$ cat config.mk
export PLATFORM = sky130hd
export DESIGN_NAME = seg7_readback_decoder_flat
export DESIGN_NICKNAME = d
export VERILOG_FILES = /design/src/rtl/seg7_readback_if.sv /design/src/rtl/seg7_readback_decoder.sv /design/src/flat_wrapper.sv
export SDC_FILE = /design/constraint.sdc
export NUM_CORES = 1
export LEC_CHECK = 0
export CORE_MARGIN = 2
export CORE_UTILIZATION = 35
export DETAILED_ROUTE_END_ITERATION = 12
export HOLD_SLACK_MARGIN = 0.08
export PLACE_DENSITY = 0.56
export SYNTH_ARGS = -nofsm -noshare
export SYNTH_HDL_FRONTEND = slang
export SYNTH_SLANG_ARGS = --single-unit
$ cat constraint.sdc
create_clock -name clk -period 2.6 [get_ports clk]
set_input_delay 0.52 -clock clk [delete_from_list [all_inputs] [get_ports clk]]
set_output_delay 0.52 -clock clk [all_outputs]
set_load 0.01 [all_outputs]
$ cat src/rtl/seg7_readback_if.sv
// Bus bundle for the 7-segment readback decoder: multiplexed display lines in,
// decoded frame out on a valid/ready handshake.
interface seg7_readback_if #(
  parameter int unsigned NUM_DIGITS = 4
) ();

  logic [6:0]              seg;
  logic [NUM_DIGITS-1:0]   digit_en;
  logic [4*NUM_DIGITS-1:0] bcd_out;
  logic [NUM_DIGITS-1:0]   blank_mask;
  logic                    frame_err;
  logic                    frame_valid;
  logic                    frame_ready;
  logic                    overflow;
  logic                    timeout_pulse;

  // Decoder side: samples the display bus and produces frames.
  modport master (
    input  seg,
    input  digit_en,
    input  frame_ready,
    output bcd_out,
    output blank_mask,
    output frame_err,
    output frame_valid,
    output overflow,
    output timeout_pulse
  );

  // Display driver / frame consumer side.
  modport slave (
    output seg,
    output digit_en,
    output frame_ready,
    input  bcd_out,
    input  blank_mask,
    input  frame_err,
    input  frame_valid,
    input  overflow,
    input  timeout_pulse
  );

endinterface

$ cat src/rtl/seg7_readback_decoder.sv
// Watches a multiplexed active-low 7-segment bus, decodes settled digits back to BCD
// and assembles them into frames offered on a valid/ready handshake.
module seg7_readback_decoder #(
  parameter int unsigned NUM_DIGITS    = 4,
  parameter int unsigned SETTLE_CYCLES = 4,
  parameter int unsigned TIMEOUT       = 1024
) (
  input  logic                   clk,
  input  logic                   rst_n,
  seg7_readback_if.master        bus
);

  localparam int unsigned SampW = NUM_DIGITS + 7;
  localparam int unsigned CntW  = $clog2(SETTLE_CYCLES + 1);
  localparam int unsigned IdleW = $clog2(TIMEOUT + 1);
  localparam int unsigned SelW  = $clog2(NUM_DIGITS);

  localparam logic [CntW-1:0]  CntMax   = CntW'(SETTLE_CYCLES);
  // cnt moves from this value to SETTLE_CYCLES-1 on the capture edge
  localparam logic [CntW-1:0]  CntFire  = CntW'(SETTLE_CYCLES - 2);
  localparam logic [IdleW-1:0] IdleLast = IdleW'(TIMEOUT - 1);

  typedef enum logic [0:0] {StCollect, StHold} state_e;

  // Returns {err, blank, bcd}; blank and illegal patterns read back as 4'hF.
  function automatic logic [5:0] decode_seg(input logic [6:0] pat);
    logic [5:0] r;
    case (pat)
      7'b1000000: r = {2'b00, 4'd0};
      7'b1111001: r = {2'b00, 4'd1};
      7'b0100100: r = {2'b00, 4'd2};
      7'b0110000: r = {2'b00, 4'd3};
      7'b0011001: r = {2'b00, 4'd4};
      7'b0010010: r = {2'b00, 4'd5};
      7'b0000010: r = {2'b00, 4'd6};
      7'b1111000: r = {2'b00, 4'd7};
      7'b0000000: r = {2'b00, 4'd8};
      7'b0011000: r = {2'b00, 4'd9};
      7'b1111111: r = {2'b01, 4'hF};
      default:    r = {2'b10, 4'hF};
    endcase
    return r;
  endfunction

  logic [SampW-1:0]            port_val;
  logic [SampW-1:0]            s_q;
  logic [CntW-1:0]             cnt_q, cnt_d;
  logic [NUM_DIGITS-1:0]       got_q, got_d;
  logic [NUM_DIGITS-1:0][3:0]  slot_q, slot_d;
  logic [NUM_DIGITS-1:0]       blank_q, blank_d;
  logic [NUM_DIGITS-1:0]       err_q, err_d;
  logic [IdleW-1:0]            idle_q, idle_d;
  state_e                      state_q, state_d;

  logic [4*NUM_DIGITS-1:0]     bcd_q, bcd_d;
  logic [NUM_DIGITS-1:0]       mask_q, mask_d;
  logic                        ferr_q, ferr_d;
  logic                        valid_q, valid_d;
  logic                        ovf_q, ovf_d;
  logic                        tpulse_q, tpulse_d;

  logic                        same;
  logic                        low_seen;
  logic                        low_multi;
  logic [SelW-1:0]             sel;
  logic                        capture;
  logic                        complete;
  logic                        timeout_fire;
  logic                        accept;
  logic                        load;
  logic [5:0]                  dec;

  assign port_val = {bus.digit_en, bus.seg};
  assign same     = (port_val == s_q);
  assign complete = &got_q;
  assign accept   = valid_q & bus.frame_ready;
  assign dec      = decode_seg(bus.seg);

  // Settle counter and one-hot-low enable detection
  always_comb begin
    cnt_d     = '0;
    low_seen  = 1'b0;
    low_multi = 1'b0;
    sel       = '0;
    if (same) begin
      cnt_d = (cnt_q == CntMax) ? cnt_q : cnt_q + 1'b1;
    end
    for (int unsigned i = 0; i < NUM_DIGITS; i++) begin
      if (!bus.digit_en[i]) begin
        if (low_seen) low_multi = 1'b1;
        low_seen = 1'b1;
        sel      = SelW'(i);
      end
    end
    capture = same && (cnt_q == CntFire) && low_seen && !low_multi;
  end

  // Idle timer: discards a partial frame that stops making progress
  always_comb begin
    idle_d       = idle_q;
    tpulse_d     = 1'b0;
    timeout_fire = 1'b0;
    if (capture || (got_q == '0) || complete) begin
      idle_d = '0;
    end else if (idle_q == IdleLast) begin
      idle_d       = '0;
      tpulse_d     = 1'b1;
      timeout_fire = 1'b1;
    end else begin
      idle_d = idle_q + 1'b1;
    end
  end

  // Slot storage; every completion empties got whether the frame is loaded or dropped
  always_comb begin
    slot_d  = slot_q;
    blank_d = blank_q;
    err_d   = err_q;
    got_d   = got_q;
    if (complete || timeout_fire) begin
      got_d = '0;
    end
    if (capture) begin
      slot_d[sel]  = dec[3:0];
      blank_d[sel] = dec[4];
      err_d[sel]   = dec[5];
      got_d[sel]   = 1'b1;
    end
  end

  // Frame output FSM
  always_comb begin
    state_d = state_q;
    valid_d = valid_q;
    ovf_d   = ovf_q;
    load    = 1'b0;
    case (state_q)
      StCollect: begin
        if (complete) begin
          load    = 1'b1;
          valid_d = 1'b1;
          state_d = StHold;
        end
      end
      StHold: begin
        if (complete) begin
          if (accept) load = 1'b1;
          else        ovf_d = 1'b1;
        end else if (accept) begin
          valid_d = 1'b0;
          state_d = StCollect;
        end
      end
      default: state_d = StCollect;
    endcase

    bcd_d  = bcd_q;
    mask_d = mask_q;
    ferr_d = ferr_q;
    if (load) begin
      bcd_d  = slot_q;
      mask_d = blank_q;
      ferr_d = |err_q;
    end
  end

  always_ff @(posedge clk or negedge rst_n) begin
    if (!rst_n) begin
      s_q      <= '0;
      cnt_q    <= '0;
      got_q    <= '0;
      slot_q   <= '0;
      blank_q  <= '0;
      err_q    <= '0;
      idle_q   <= '0;
      state_q  <= StCollect;
      bcd_q    <= '0;
      mask_q   <= '0;
      ferr_q   <= 1'b0;
      valid_q  <= 1'b0;
      ovf_q    <= 1'b0;
      tpulse_q <= 1'b0;
    end else begin
      s_q      <= port_val;
      cnt_q    <= cnt_d;
      got_q    <= got_d;
      slot_q   <= slot_d;
      blank_q  <= blank_d;
      err_q    <= err_d;
      idle_q   <= idle_d;
      state_q  <= state_d;
      bcd_q    <= bcd_d;
      mask_q   <= mask_d;
      ferr_q   <= ferr_d;
      valid_q  <= valid_d;
      ovf_q    <= ovf_d;
      tpulse_q <= tpulse_d;
    end
  end

  assign bus.bcd_out       = bcd_q;
  assign bus.blank_mask    = mask_q;
  assign bus.frame_err     = ferr_q;
  assign bus.frame_valid   = valid_q;
  assign bus.overflow      = ovf_q;
  assign bus.timeout_pulse = tpulse_q;

endmodule
$ cat src/flat_wrapper.sv
// flat-port wrapper written by rule: the top's interface ports become plain ports
module seg7_readback_decoder_flat 
#(
  parameter int unsigned NUM_DIGITS    = 4,
  parameter int unsigned SETTLE_CYCLES = 4,
  parameter int unsigned TIMEOUT       = 1024
)
  (clk, rst_n, bus_seg, bus_digit_en, bus_frame_ready, bus_bcd_out, bus_blank_mask, bus_frame_err, bus_frame_valid, bus_overflow, bus_timeout_pulse);
  seg7_readback_if #(.NUM_DIGITS(NUM_DIGITS)) bus_i ();
  input  logic clk;
  input  logic rst_n;
  input wire logic [$bits(bus_i.seg)-1:0] bus_seg;
  input wire logic [$bits(bus_i.digit_en)-1:0] bus_digit_en;
  input wire logic [$bits(bus_i.frame_ready)-1:0] bus_frame_ready;
  output wire logic [$bits(bus_i.bcd_out)-1:0] bus_bcd_out;
  output wire logic [$bits(bus_i.blank_mask)-1:0] bus_blank_mask;
  output wire logic [$bits(bus_i.frame_err)-1:0] bus_frame_err;
  output wire logic [$bits(bus_i.frame_valid)-1:0] bus_frame_valid;
  output wire logic [$bits(bus_i.overflow)-1:0] bus_overflow;
  output wire logic [$bits(bus_i.timeout_pulse)-1:0] bus_timeout_pulse;
  assign bus_i.seg = bus_seg;
  assign bus_i.digit_en = bus_digit_en;
  assign bus_i.frame_ready = bus_frame_ready;
  assign bus_bcd_out = bus_i.bcd_out;
  assign bus_blank_mask = bus_i.blank_mask;
  assign bus_frame_err = bus_i.frame_err;
  assign bus_frame_valid = bus_i.frame_valid;
  assign bus_overflow = bus_i.overflow;
  assign bus_timeout_pulse = bus_i.timeout_pulse;
  seg7_readback_decoder #(.NUM_DIGITS(NUM_DIGITS), .SETTLE_CYCLES(SETTLE_CYCLES), .TIMEOUT(TIMEOUT)) u_core (.clk(clk), .rst_n(rst_n), .bus(bus_i));
endmodule
Yosys cells after proc, flatten, opt, wreduce, memory -nomap -nowiden

Index checks and enable logic that the tools add are counted.

Bits in registers: 78
Bits of input ports: 14
Output and inout bits: 24
Logic and storage cells: 96

Add/subtract/negate cells: 2
Magnitude comparators: 2
Eq/ne operators: 18
Multiplexer cells: 39
Bitwise logic cells: 4
Reductions and logical operators: 14

Operator list:

| cell                                                                     | number |
|---|---|
| 6-bit one-hot mux with 11 select lines                                   | 1 |
| 7-bit equality test (second input constant)                              | 4 |
| 11-bit two-way mux                                                       | 2 |
| 7-bit by 5-bit equality test with 1-bit output (second input constant)   | 3 |
| 1-bit two-way mux                                                        | 21 |
| 16-bit bitwise mux                                                       | 1 |
| 7-bit by 6-bit equality test with 1-bit output (second input constant)   | 2 |
| 4-bit two-way mux                                                        | 3 |
| 11-bit by 1-bit adder with 11-bit output (second input constant)         | 1 |
| 11-bit by 10-bit equality test with 1-bit output (second input constant) | 1 |
| 11-bit equality test                                                     | 1 |
| 4-bit bitwise mux                                                        | 2 |
| 4-bit demux with 2-bit select                                            | 1 |
| 7-bit by 2-bit equality test with 1-bit output (second input constant)   | 1 |
| 7-bit zero test                                                          | 1 |
| 3-bit two-way mux                                                        | 2 |
| 2-bit inequality test (second input constant)                            | 3 |
| 1-bit one-hot mux with 2 select lines                                    | 3 |
| 6-bit AND reduction                                                      | 1 |
| 1-bit logical AND                                                        | 4 |
| 4-bit zero test                                                          | 1 |
| 2-bit two-way mux                                                        | 2 |
| 4-bit bitwise OR                                                         | 1 |
| 4-bit AND reduction                                                      | 1 |
| other kinds (13)                                                         | 16 |

Longest topological paths before layout

Word-level depth: 15
Mapped depth: 7
Mapped depth without buffers: 7

Worst setup path after synthesis

No wires, ideal clock.

Path type: in2reg
Start point: in bus_digit_en[3]
End point: reg u_core.slot_q[12] (netlist bit)
Library setup time: 0.125 ns
Arrival time: 2.047 ns
Data required time: 2.475 ns
Path slack: 0.428 ns
Cell stages on the path: 6
Path buffers: 1
Cells stage by stage: buf_2 xnor2_2 nand4_2 or4_4 nor2_1 mux2_2

Longest elaborated chain between the ends: 6
Elaborated cells on any way between the ends: 14
Classes of those cells: order compare (2); eq/ne (1); mux (6); reduce/logical (5)

RTL lines:

| item                                                                                                                                          | line                         | text |
|---|---|---|
| start, declared                                                                                                                               | flat_wrapper.sv:13           | `input wire logic [$bits(bus_i.digit_en)-1:0] bus_digit_en;` |
| 2-bit two-way mux                                                                                                                             | seg7_readback_decoder.sv:89  | `if (!bus.digit_en[i]) begin` |
| 2-bit by 3-bit less-than comparator with 1-bit output (not written as such) or 2-bit by 1-bit >= comparator with 1-bit output (tied branches) | seg7_readback_decoder.sv:124 | `slot_d[sel] = dec[3:0];` |
| 1-bit logical AND (not written as such)                                                                                                       | seg7_readback_decoder.sv:124 |  |
| 4-bit two-way mux (not written as such)                                                                                                       | seg7_readback_decoder.sv:124 |  |
| 4-bit demux with 2-bit select                                                                                                                 | -                            |  |
| 16-bit bitwise mux                                                                                                                            | seg7_readback_decoder.sv:124 |  |
| end signal, assigned                                                                                                                          | seg7_readback_decoder.sv:187 | `slot_q <= slot_d;` |
| end, declared                                                                                                                                 | seg7_readback_decoder.sv:49  | `logic [NUM_DIGITS-1:0][3:0] slot_q, slot_d;` |

Several ways; a longest one is shown, not always the timed one.
A chain may end at the register's enable or synchronous reset.

Worst setup path in the final report

Start point: in bus_seg[0]
End point: reg u_core.slot_q[4] (netlist bit)

Longest elaborated chain between the ends: 4
Elaborated cells on any way between the ends: 17
Classes of those cells: eq/ne (11); mux (2); reduce/logical (4)

RTL lines:

| item                                                                       | line               | text |
|---|---|---|
| start, declared                                                            | flat_wrapper.sv:12 | `input wire logic [$bits(bus_i.seg)-1:0] bus_seg;` |
| parallel branches: the longest is 4 deep, another holds 16-bit bitwise mux | -                  |  |

Parallel ways; which one is timed is not known.

==> metrics list <==
- Outcome: finished, final reports clean
- Number of rows created at floorplan: 37
* Source of the worst register-to-register timing path: u_core.s_q[5]
- Number of sinks on the clock net: 78
- STA classifies the critical path endpoint as a register.
- Slew headroom: 67.7%
* Leakage power figure: 2.08 nW
- First DRT Iteration DRCs: 100
- Buffers inserted during clock tree synthesis total 9.
- For the worst setup path, the data arrival time is 2.49 ns.
- Most used DFF post-synth: dfrtp_1
* Port Buffer Count: 37
* Critical path class: primary input to register
* Category of the worst setup path launch point: primary input
* Detail-routed net length per standard cell: 13.8 um
* Metal3 WL: 217 um
* Data required, critical path: 2.84 ns
- Classification of the worst-slack hold path: primary input to async pin
- No sink is reached through more buffers than the 2 on the longest clock path.
- Most common library cell in the layout ignoring fill and taps: dfrtp_1
- The floorplan step defined a die boundary enclosing 11200 um2.
- Total wirelength of the detailed-routed design: 7.31 mm
- Hold buffers post-CTS: 0
- Cells after synthesis: 316
- Combined area of all synthesized cells: 3620 um2
* Remaining antenna violation count after routing: 0
- The die is 106 um wide.
- FF-to-FF End: u_core.slot_q[4]
- Excluding fillers, the count of instances in the completed layout stands at 531.
- After clock tree synthesis, the repair step resized 0 gates.
* Die Ht: 106 um
- Total setup violations reported at the end of the flow: 0
* Final count of pins violating max slew: 0
* Average via count per standard cell: 4.81
* Via total after detailed routing: 2554
- Global routing finished with a remaining overflow of 0.
* VDD IR max: 0.303 mV
- Measured in cells, the most critical reg-to-reg path has a length of 6.
- For this configuration, the core starts out at a cell density of 35.6%.
- Placeable core region: 10200 um2
- Power per unit of standard cell area: 508 nW/um2
* Antenna cells: 0
- Clock latency on the worst-skew pair, taken at its later pin, is 0.35 ns.
- Number of distinct standard cells referenced by the synthesized netlist: 48
- The highest layer touched by signal routing is met4.
* Async set-reset flop share out of synthesis: 100%
- Actual slew at the worst max-slew pin: 0.484 ns
- Following the worst setup path forward leads to its endpoint at u_core.slot_q[4].
- Count of warnings emitted by yosys: 0
- For this design the top-level I/O count stands at 38.
- The number of placed instances, taps included, is 515.
- Synthesis-to-layout area growth: 26.5%
- Placed wire-length estimate: 5.37 mm
- Post-synth EDFFs: 0
- After clock tree synthesis, the setup repair step added 0 buffers.
- Clock Pin Slew Worst Setup and Hold Paths: 0.09 ns
- Along the worst path, the maximum fanout reaches 4.
- Setup repair after global routing left no endpoint under its margin.
- Number of max-cap violations: 0
* Post-synthesis net count: 334
* Final clock period utilization by the worst path: 86.4%
- TritonCTS clock tree: built
- After routing the design area is 4580 um2.
- Entering global routing, the biggest net connects 37 pins.
* First-pass GRT wire length: 12.4 mm
- Number of nets at the end of the flow: 408
- In the layout the commonest cells are 78 x dfrtp_1, 42 x buf_4, 36 x clkdlybuf4s50_1, 25 x nor2_1, 24 x mux2_2.
* Htree depth: 3
- The via count of the first global-routing pass came to 2527.
- In this run the mean area of a mapped cell was 11.5 um2.
- Detailed routing placed a total of 3.40 mm of wire on met2.
* Clk root buf: clkbuf_8
- The placed instances occupy a cell area of 4380 um2.
* Initial antenna violation count: 0
- Share of the yosys chip area belonging to registers: 53.9%
* GRT Overall Usage: 14.0%
- Achievable Freq: 0.445 GHz
- For this run, design rule violations remaining after detail routing come to 0.
- Slack of the worst reg-to-reg path: 0.61 ns
- The synthesized design contains 78 register bits.
- In this run the worst setup path begins at bus_seg[0].
- Final Wtd Congestion: 0.836
- The smallest clock period supported by the final layout is computed as 2.25 ns.
- The pre-antenna-repair detailed-routing pass consisted of 4 iterations.
- Of the cells placed in the final design, the portion with a size suffix greater than 1 is 24.3%.
* Number of hold violations in the final report: 0
- Wire length the detailed router placed on met1: 3.62 mm
- On the final layout, the worst clock skew is 0.0117 ns.
[synth_stat cells (all sizes together) (4+ instances only)]
| library cell | n | area, um2 |
|---|---|---|
| a21oi | 10 | 50.1 |
| xnor2 | 15 | 169 |
| nor4b | 4 | 35.0 |
| nor2 | 26 | 105 |
| o21ai | 5 | 25.0 |
| nor4bb | 4 | 40.0 |
| a21o | 6 | 45.0 |
| nand3 | 11 | 60.1 |
| a31oi | 7 | 43.8 |
| nor3 | 16 | 80.1 |
| mux2i | 10 | 100 |
| buf | 13 | 85.1 |
| dfrtp | 78 | 1950 |
| nand4 | 8 | 56.3 |
| xor2 | 6 | 52.6 |
| inv | 14 | 52.6 |
| ha | 4 | 50.1 |
| mux2 | 24 | 270 |
| nand2 | 19 | 71.3 |
[layout make-up]
type,count,area [um2]
inverter,14,52.6
tap,136,170
clock buffer,9,124
fill,986,5600
timing repair buffer,78,676
clock inverter,7,80.1
multi-input combinational,209,1530
sequential,78,1950
[per-stage QoR]
stage	hold slack (ns)	total power [mW]	worst slack, ns	utilization (%)	TNS [ns]
after floorplan	0.224	1.33	0.428	-	0
after global placement	0.467	1.42	0.0160	43.0	0
after detailed placement	0.464	1.42	-0.0554	43.0	-0.129
after CTS	0.128	2.37	0.329	45.0	0
after global routing	0.147	2.43	0.168	45.0	0
final	0.122	2.33	0.353	45.0	0
[registers in the layout, summed over array words and instances (netlist names), 3 cells and up]
register               count
u_core.blank_q             4
u_core.bus.bcd_out        16
u_core.bus.blank_mask      4
u_core.cnt_q               3
u_core.err_q               4
u_core.got_q               4
u_core.idle_q             11
u_core.s_q                11
u_core.slot_q             16
[critical path: stages]
cell             delay [ns]
clkdlybuf4s50_1        0.59
xnor2_2                0.15
nand4_2                0.11
buf_4                  0.17
nor4_2                 0.35
and2_1                 0.25
mux2_2                 0.34
[logic make-up after synthesis]
| logic type | count (synthesis) | share of synthesized area, % |
|---|---|---|
| buffers and inverters | 29 | 4.01 |
| and+or+nand+nor | 111 | 17.3 |
| xor gates and xnor gates | 21 | 6.11 |
| DFF | 78 | 53.9 |
| adders and majority gates | 4 | 1.38 |
| muxes | 34 | 10.2 |
| AOI/OAI and AO/OA | 39 | 7.12 |
[layer usage]
metal	vias up	global-route usage (%)
met3	6	3.71
met5	-	0
li1	1269	-
met4	0	3.95
met1	1235	19.2
met2	44	22.0
[power breakdown]
| group | internal, mW | switching [mW] | leakage [nW] |
|---|---|---|---|
| registers | 1.22 | 0.00708 | 0.971 |
| logic | 0.0751 | 0.0880 | 1.00 |
| clock network | 0.459 | 0.479 | 0.103 |
[worst min path at each step]
| stage | endpoint | startpoint | cells after the start |
|---|---|---|---|
| floorplan | u_core.blank_q[0] | rst_n | 0 |
| global placement | u_core.bus.overflow | u_core.bus.overflow | 1 |
| detailed placement | u_core.bus.overflow | u_core.bus.overflow | 1 |
| CTS | u_core.err_q[1] | rst_n | 1 |
| global route | u_core.err_q[1] | rst_n | 1 |
| finish | u_core.err_q[1] | rst_n | 1 |
Power figures use the tool's default switching activity.
